### src/rtl/conditional_pipe.sv
// Conditional select unit: picks in1/in2 by a configurable compare on in0,
// with optional sample-and-hold, start delay, output pipeline and match counter.
module conditional_pipe #(
  parameter int DATA_W      = 32,
  parameter int DELAY_W     = 7,
  parameter int PIPE_STAGES = 1,
  parameter int CNT_W       = 16
) (
  input  logic               clk,
  input  logic               rst,
  input  logic               running,
  input  logic               run,
  input  logic [DATA_W-1:0]  in0,
  input  logic [DATA_W-1:0]  in1,
  input  logic [DATA_W-1:0]  in2,
  input  logic [1:0]         cond_sel,
  input  logic [DATA_W-1:0]  threshold,
  input  logic               hold,
  input  logic [DELAY_W-1:0] delay,
  output logic [DATA_W-1:0]  out0,
  output logic [CNT_W-1:0]   match_count
);

  localparam logic [1:0] COND_NONZERO = 2'd0;
  localparam logic [1:0] COND_EQUAL   = 2'd1;
  localparam logic [1:0] COND_LESS    = 2'd2;
  localparam logic [1:0] COND_GREATER = 2'd3;

  logic               cond;
  logic               active;
  logic               count_full;
  logic [DELAY_W-1:0] dcnt;
  logic [DATA_W-1:0]  s0;

  // NOTE: every variable written here gets a default first, so no latch can be inferred.
  always_comb begin
    cond = 1'b0;
    case (cond_sel)
      COND_NONZERO: cond = |in0;
      COND_EQUAL:   cond = (in0 == threshold);
      COND_LESS:    cond = ($signed(in0) < $signed(threshold));
      COND_GREATER: cond = ($signed(in0) > $signed(threshold));
      default:      cond = 1'b0;
    endcase
  end

  // The run cycle itself is never active, so delay=0 starts on the following cycle.
  assign active     = running && (dcnt == '0) && !run;
  assign count_full = &match_count;

  // NOTE: sequential state uses non-blocking assignments so every register
  // samples the pre-edge values regardless of statement order.
  always_ff @(posedge clk) begin
    if (rst) begin
      dcnt <= '0;
    end else if (run) begin
      dcnt <= delay;
    end else if (running && (dcnt != '0)) begin
      dcnt <= dcnt - 1'b1;
    end
  end

  always_ff @(posedge clk) begin
    if (rst) begin
      s0 <= '0;
    end else if (hold) begin
      if (run) begin
        s0 <= '0;
      end else if (active && cond) begin
        s0 <= in1;
      end
    end else begin
      s0 <= cond ? in1 : in2;
    end
  end

  always_ff @(posedge clk) begin
    if (rst) begin
      match_count <= '0;
    end else if (run) begin
      match_count <= '0;
    end else if (active && cond && !count_full) begin
      match_count <= match_count + 1'b1;
    end
  end

  generate
    if (PIPE_STAGES > 1) begin : g_pipe
      logic [DATA_W-1:0] stage_q [1:PIPE_STAGES-1];

      // NOTE: the stage array is explicitly cleared on reset because the
      // pipeline contents are architecturally visible on out0.
      always_ff @(posedge clk) begin
        if (rst) begin
          for (int i = 1; i < PIPE_STAGES; i++) begin
            stage_q[i] <= '0;
          end
        end else begin
          stage_q[1] <= s0;
          for (int i = 2; i < PIPE_STAGES; i++) begin
            stage_q[i] <= stage_q[i-1];
          end
        end
      end

      assign out0 = stage_q[PIPE_STAGES-1];
    end else begin : g_direct
      assign out0 = s0;
    end
  endgenerate

endmodule

### config.mk
export PLATFORM = sky130hd
export DESIGN_NAME = conditional_pipe
export DESIGN_NICKNAME = d
export VERILOG_FILES = /design/src/rtl/conditional_pipe.sv
export SDC_FILE = /design/constraint.sdc
export NUM_CORES = 1
export LEC_CHECK = 0
export BUFFER_PORTS_ARGS = -buffer_cell sky130_fd_sc_hd__buf_2
export CORE_ASPECT_RATIO = 1.25
export CORE_MARGIN = 2
export CORE_UTILIZATION = 39
export DETAILED_ROUTE_END_ITERATION = 12
export PLACE_DENSITY = 0.77
export SLEW_MARGIN = 20
export SYNTH_ARGS = -nofsm -noshare
export SYNTH_HDL_FRONTEND = slang
export SYNTH_SLANG_ARGS = --single-unit
### constraint.sdc
create_clock -name clk -period 5.11 [get_ports clk]
set_clock_uncertainty 0.15 [all_clocks]
set_input_delay 0.511 -clock clk [delete_from_list [all_inputs] [get_ports clk]]
set_output_delay 0.511 -clock clk [all_outputs]
set_load 0.02 [all_outputs]
[Word level (Yosys, flattened, before mapping)]
Cells that the tools add are included.
Cells by class
  mux-type cells: 7
  equality and inequality tests: 5
  add/subtract/negate cells: 2
  reduce and logical (&&, ||, !) cells: 14
  order comparisons: 2
Operator list (number)
  32-bit two-way mux: 4
  32-bit == test: 1
  32-bit > comparator: 1
  32-bit < comparator: 1
  32-bit OR reduction: 1
  16-bit by 1-bit adder with 16-bit output (second input constant): 1
  16-bit AND reduction: 1
  7-bit two-way mux: 2
  7-bit logical NOT: 1
  7-bit nonzero test: 1
  7-bit by 1-bit subtractor with 7-bit output (second input constant): 1
  1-bit logical AND: 5
  2-bit == test (second input constant): 2
  1-bit one-hot mux with 4 select lines: 1
  3-bit by 2-bit != test with 1-bit output (second input constant): 1
  2-bit by 1-bit == test with 1-bit output (second input constant): 1
  1-bit logical NOT: 2
  2-bit logical NOT: 1
  2-bit nonzero test: 1
  2-bit OR reduction: 1
Storage, ports and cells
  register bits after elaboration: 55
  word-level logic and storage cells: 33
  output and inout port bits: 48

[Depth between registers and ports, before layout]
  depth in word-level cells: 7
  gate-level depth with buffers: 12

[Worst setup path after synthesis]
Ideal clock, no wire load.
  path type: in2reg
  start: input threshold[31]
  end: register match_count[2]
  library setup time: 115 ps
  stages: 12
  slack: 1881 ps
  data required time: 4845 ps
  arrival time: 2965 ps
  path through: inv_1 ha_1 nand4_2 nor4_2 nand3_1 o22a_1 or4_1 and3_1 buf_6 buf_6 o31a_1 o21a_1
Between the ends
  longest elaborated chain between the ends: 4
  elaborated cells on any way between the ends: 6
  classes of those cells: order compare: 2; eq/ne: 1; mux: 1; reduce/logical: 2
Ends and longest elaborated chain
  start, declared: RTL line 17  | input logic [DATA_W-1:0] threshold,
  32-bit > comparator (tied with other cells): RTL line 42  | COND_GREATER: cond = ($signed(in0) > $signed(threshold));
  1-bit one-hot mux with 4 select lines *: RTL line 38  | case (cond_sel)
  1-bit logical AND * (2 in a row): RTL line 82  | end else if (active && cond && !count_full) begin
  end signal, assigned: RTL line 83  | match_count <= match_count + 1'b1;
  end, declared: RTL line 21  | output logic [CNT_W-1:0] match_count
Mark *: on every way between the ends. The rest lies on a longest branch, timed or not.
A chain may end at the register's enable or synchronous reset.

[Worst setup path after layout]
  start: input in0[14]
  end: register s0[30], in the netlist out0[30]
Between the ends
  longest elaborated chain between the ends: 4
  elaborated cells on any way between the ends: 9
  classes of those cells: order compare: 2; eq/ne: 2; mux: 3; reduce/logical: 2
Ends and longest elaborated chain
  start, declared: RTL line 13  | input logic [DATA_W-1:0] in0,
  32-bit > comparator (tied with other cells): RTL line 42
  1-bit one-hot mux with 4 select lines *: RTL line 38
  1-bit logical AND or 32-bit two-way mux (tied branches): RTL line 69, 73
  3-bit by 2-bit != test with 1-bit output (no line) or 32-bit two-way mux (tied branches)
  end signal, assigned: RTL line 70  | s0 <= in1;
  end signal, assigned: RTL line 73  | s0 <= cond ? in1 : in2;
  end, declared: RTL line 33  | logic [DATA_W-1:0] s0;
Marked as above.

==> impl_table.tex <==
\begin{tabular}{lr}
\hline
Metric & Value \\
\hline
\multicolumn{2}{l}{\textbf{STA}} \\
Final critical path time including I/O delays and setup & 3740 ps \\
Hold Slack & 301 ps \\
Final setup viols & 0 \\
Final hold viol count & 0 \\
Final WS setup & 1370 ps \\
Unrepaired setup endpoints after global routing & no \\
Total negative slack & 0 ps \\
Rel. slew slack & 0.267 \\
Final period utilization & 0.732 \\
Final-report max-slew violation count & 0 \\
Highest attainable clock frequency & 267 MHz \\
Transition at the pin with the smallest max-transition slack & 1100 ps \\
\multicolumn{2}{l}{\textbf{Clock network}} \\
Number of buffers between clock root and the deepest sink & 2 \\
Inserted Clock Buffers & 5 \\
Hold\_buf cts & 0 \\
Post-CTS setup buffer count & 0 \\
Buffer cell driving the clock tree root & clkbuf\_16 \\
Clock slew seen by the registers of the worst setup and hold paths & 70 ps \\
Clock tree sinks & 55 \\
Source-to-sink clock delay at the later pin of the worst-skew pair & 290 ps \\
Quantity of gates resized following cts & 0 \\
H-tree depth reported by CTS & 2 \\
Clock tree from TritonCTS & yes \\
\multicolumn{2}{l}{\textbf{Setup path}} \\
Crit start category & primary input \\
CP Data Required Time & 5120 ps \\
Biggest cell delay along the critical path & 660 ps \\
Path depth of the worst reg2reg path & 8 \\
Nature of the critical path endpoint & register \\
Buf+Inv Stages, Crit Path & 1 \\
WS Path Type & primary input to register \\
Cells traversed along the worst timing path & buf\_2 -> ha\_1 -> nand4\_1 -> nor4\_4 -> nand3\_1 -> o22a\_1 -> or4\_1 -> nand3\_4 -> nand2\_1 -> a2111oi\_0 \\
Reg2reg start & dcnt[2] \\
Arr. time, crit path & 3750 ps \\
Crit-path leading delay family & simple AND/OR/NAND/NOR gates \\
Worst-case register-to-register setup slack & 2140 ps \\
Highest-delay cell along the critical path & nand3\_4 \\
Critical Path Source & in0[14] \\
Critical R2R Capture & match\_count[14] \\
Maximum fanout count along the critical path & 66 \\
\multicolumn{2}{l}{\textbf{Logic synthesis}} \\
Share of synthesized area occupied by flip-flops and latches & 0.268 \\
Ys Warns & 0 \\
Post-Synthesis Cell Area & 4110 µm² \\
Top cells by area, synth & dfxtp\_1, ha\_1, mux2i\_1, a221oi\_1, nand3\_1 \\
Top\_reg\_cell synth & dfxtp\_1 \\
Number of synthesized flops with an enable pin & 0 \\
Post-synthesis sequential element count & 55 \\
Synth top area share & 0.268 \\
Top cell type by total area after synthesis & dfxtp\_1 \\
Number of nets produced by synthesis & 689 \\
Synthesized area per cell & 8.03 µm² \\
Gate count of the mapped netlist & 512 \\
Async set or reset register ratio after synthesis & 0 \\
Number of different library cells in the post-synthesis netlist & 47 \\
\multicolumn{2}{l}{\textbf{Placed design}} \\
HPWL after DPL & 9.90 mm \\
Input/output buffers & 189 \\
Placed cell area & 5090 µm² \\
\# placed instances & 793 \\
GP Congestion & 0.963 \\
Post-Place Setup Slack & 1110 ps \\
\multicolumn{2}{l}{\textbf{Run}} \\
Max-cap violations & 0 \\
\multicolumn{2}{l}{\textbf{Power and ir drop}} \\
Standby leakage power & 2.42 nW \\
Power density over the cells & 235 nW/µm² \\
Power consumption & 1.23 mW \\
Worst-case vdd ir drop & 0.000133 V \\
\multicolumn{2}{l}{\textbf{Layout}} \\
Top library cells by usage in the layout, fill and taps aside & buf\_2, dfxtp\_1, nand3\_1, inv\_1, mux2i\_1 \\
Final net count & 848 \\
Fin area & 5250 µm² \\
Post-route insts no fill & 800 \\
Share of layout cells above drive strength 1 & 0.316 \\
Most frequent standard cell in the layout excluding fill and tap cells & buf\_2 \\
Syn-to-layout area delta & 27.6\% \\
Utilization of the core after routing & 0.517 \\
Diode count & 0 \\
\multicolumn{2}{l}{\textbf{Worst hold path}} \\
Worst Hold Endpoint & dcnt[1] \\
Path class of the lowest-slack min-delay path & primary input to register \\
Hold path cells & 3 \\
Launch point of the worst hold path & delay[1] \\
\multicolumn{2}{l}{\textbf{Floorplanning}} \\
Num ports & 190 \\
Floorplan die height & 119 µm \\
Number of core rows & 41 \\
Initial core utilization & 0.405 \\
Floorplan Core Area & 10200 µm² \\
Total die area & 11400 µm² \\
X dimension of the die & 95.8 µm \\
\multicolumn{2}{l}{\textbf{Drt}} \\
DRT Pass-1 Iters & 5 \\
DR vias & 4780 \\
Routed via count divided by cell count & 5.98 \\
Routed wire length per instance & 16.6 µm \\
Initial DRC count & 271 \\
Residual antenna-violating net count after detailed routing & 0 \\
DRC violations left & 0 \\
Total wirelength of the detailed-routed design & 13.3 mm \\
\multicolumn{2}{l}{\textbf{Global route}} \\
Tot GR Track Use & 0.225 \\
First-pass GRT wire length & 20.9 mm \\
Maximum number of pins on one net before global-route repair & 67 \\
Vias in the first global route & 4602 \\
Congestion Overflow GR & 0 \\
Antenna violations before repair & 2 \\
\multicolumn{2}{l}{\textbf{Status}} \\
Run status & finished clean \\
\hline
\end{tabular}
-- Yosys cell counts, types with 3 or more instances --
cell	n
a21oi_1	30
or4_1	7
o311ai_0	6
o21ai_0	11
or3_1	13
dfxtp_1	55
mux2i_1	37
clkbuf_1	26
a221oi_1	28
o22ai_1	27
nand3_1	44
and3_1	5
nand4_1	16
a31oi_1	3
nor4_1	11
buf_1	7
buf_2	5
nor4_2	5
inv_1	38
nor3_1	7
ha_1	35
nand2_1	26
nor3b_1	9
nor2_1	23
o31ai_1	8
xnor2_1	4
-- how the worst max path moves through the flow --
stage,endpoint,cells past startpoint
floorplan,match_count[2],12
global placement,out0[30],10
detailed placement,out0[30],10
CTS,out0[30],10
global route,out0[26],11
finish,out0[30],10
-- layer usage --
metal  vias to the layer above  routed length [µm]  GRT usage  part of all wire
met3                        23                1220     0.0478             0.092
met5                         -                  31          0            0.0023
met4                         4                 291     0.0786             0.022
met1                      2210                4930      0.248              0.37
met2                       277                6790      0.413              0.51
li1                       2266                   -          -                 -
-- cell families (layout without fill, tap and decap cells) --
family                   after synthesis  count (layout)  share of synthesized area
AND/OR/NAND/NOR                      175             175                      0.240
AO/OA/AOI/OAI                        124             124                      0.204
buffers and inverters                 81             240                     0.0809
flip-flops                            55              55                      0.268
multiplexers                          37              37                     0.0901
adder cells (fa/ha/maj)               35              35                      0.107
XOR/XNOR                               5               5                     0.0107
-- worst min-delay path, cell delays in order --
cell and delay, ps:
buf_2 70, a21oi_1 50, nor2_1 70
-- layout make-up --
class / instances / area [µm²]
multi-input combinational: 376 / 2700
timing repair buffer: 194 / 983
fill: 970 / 4910
tap: 129 / 161
clock inverter: 1 / 30.0
sequential: 55 / 1100
inverter: 39 / 146
clock buffer: 6 / 129
-- flip-flops by register name, summed over array words and instances, names as in the netlist --
name and count:
out0 32, match_count 16, dcnt 7
-- power breakdown --
group | internal (mW) | switching [mW] | leakage, nW
Sequential | 0.456 | 0.0163 | 0.452
Combinational | 0.154 | 0.221 | 1.89
Clock | 0.229 | 0.155 | 0.0769
Note: power is estimated with default switching activity, not from simulation.
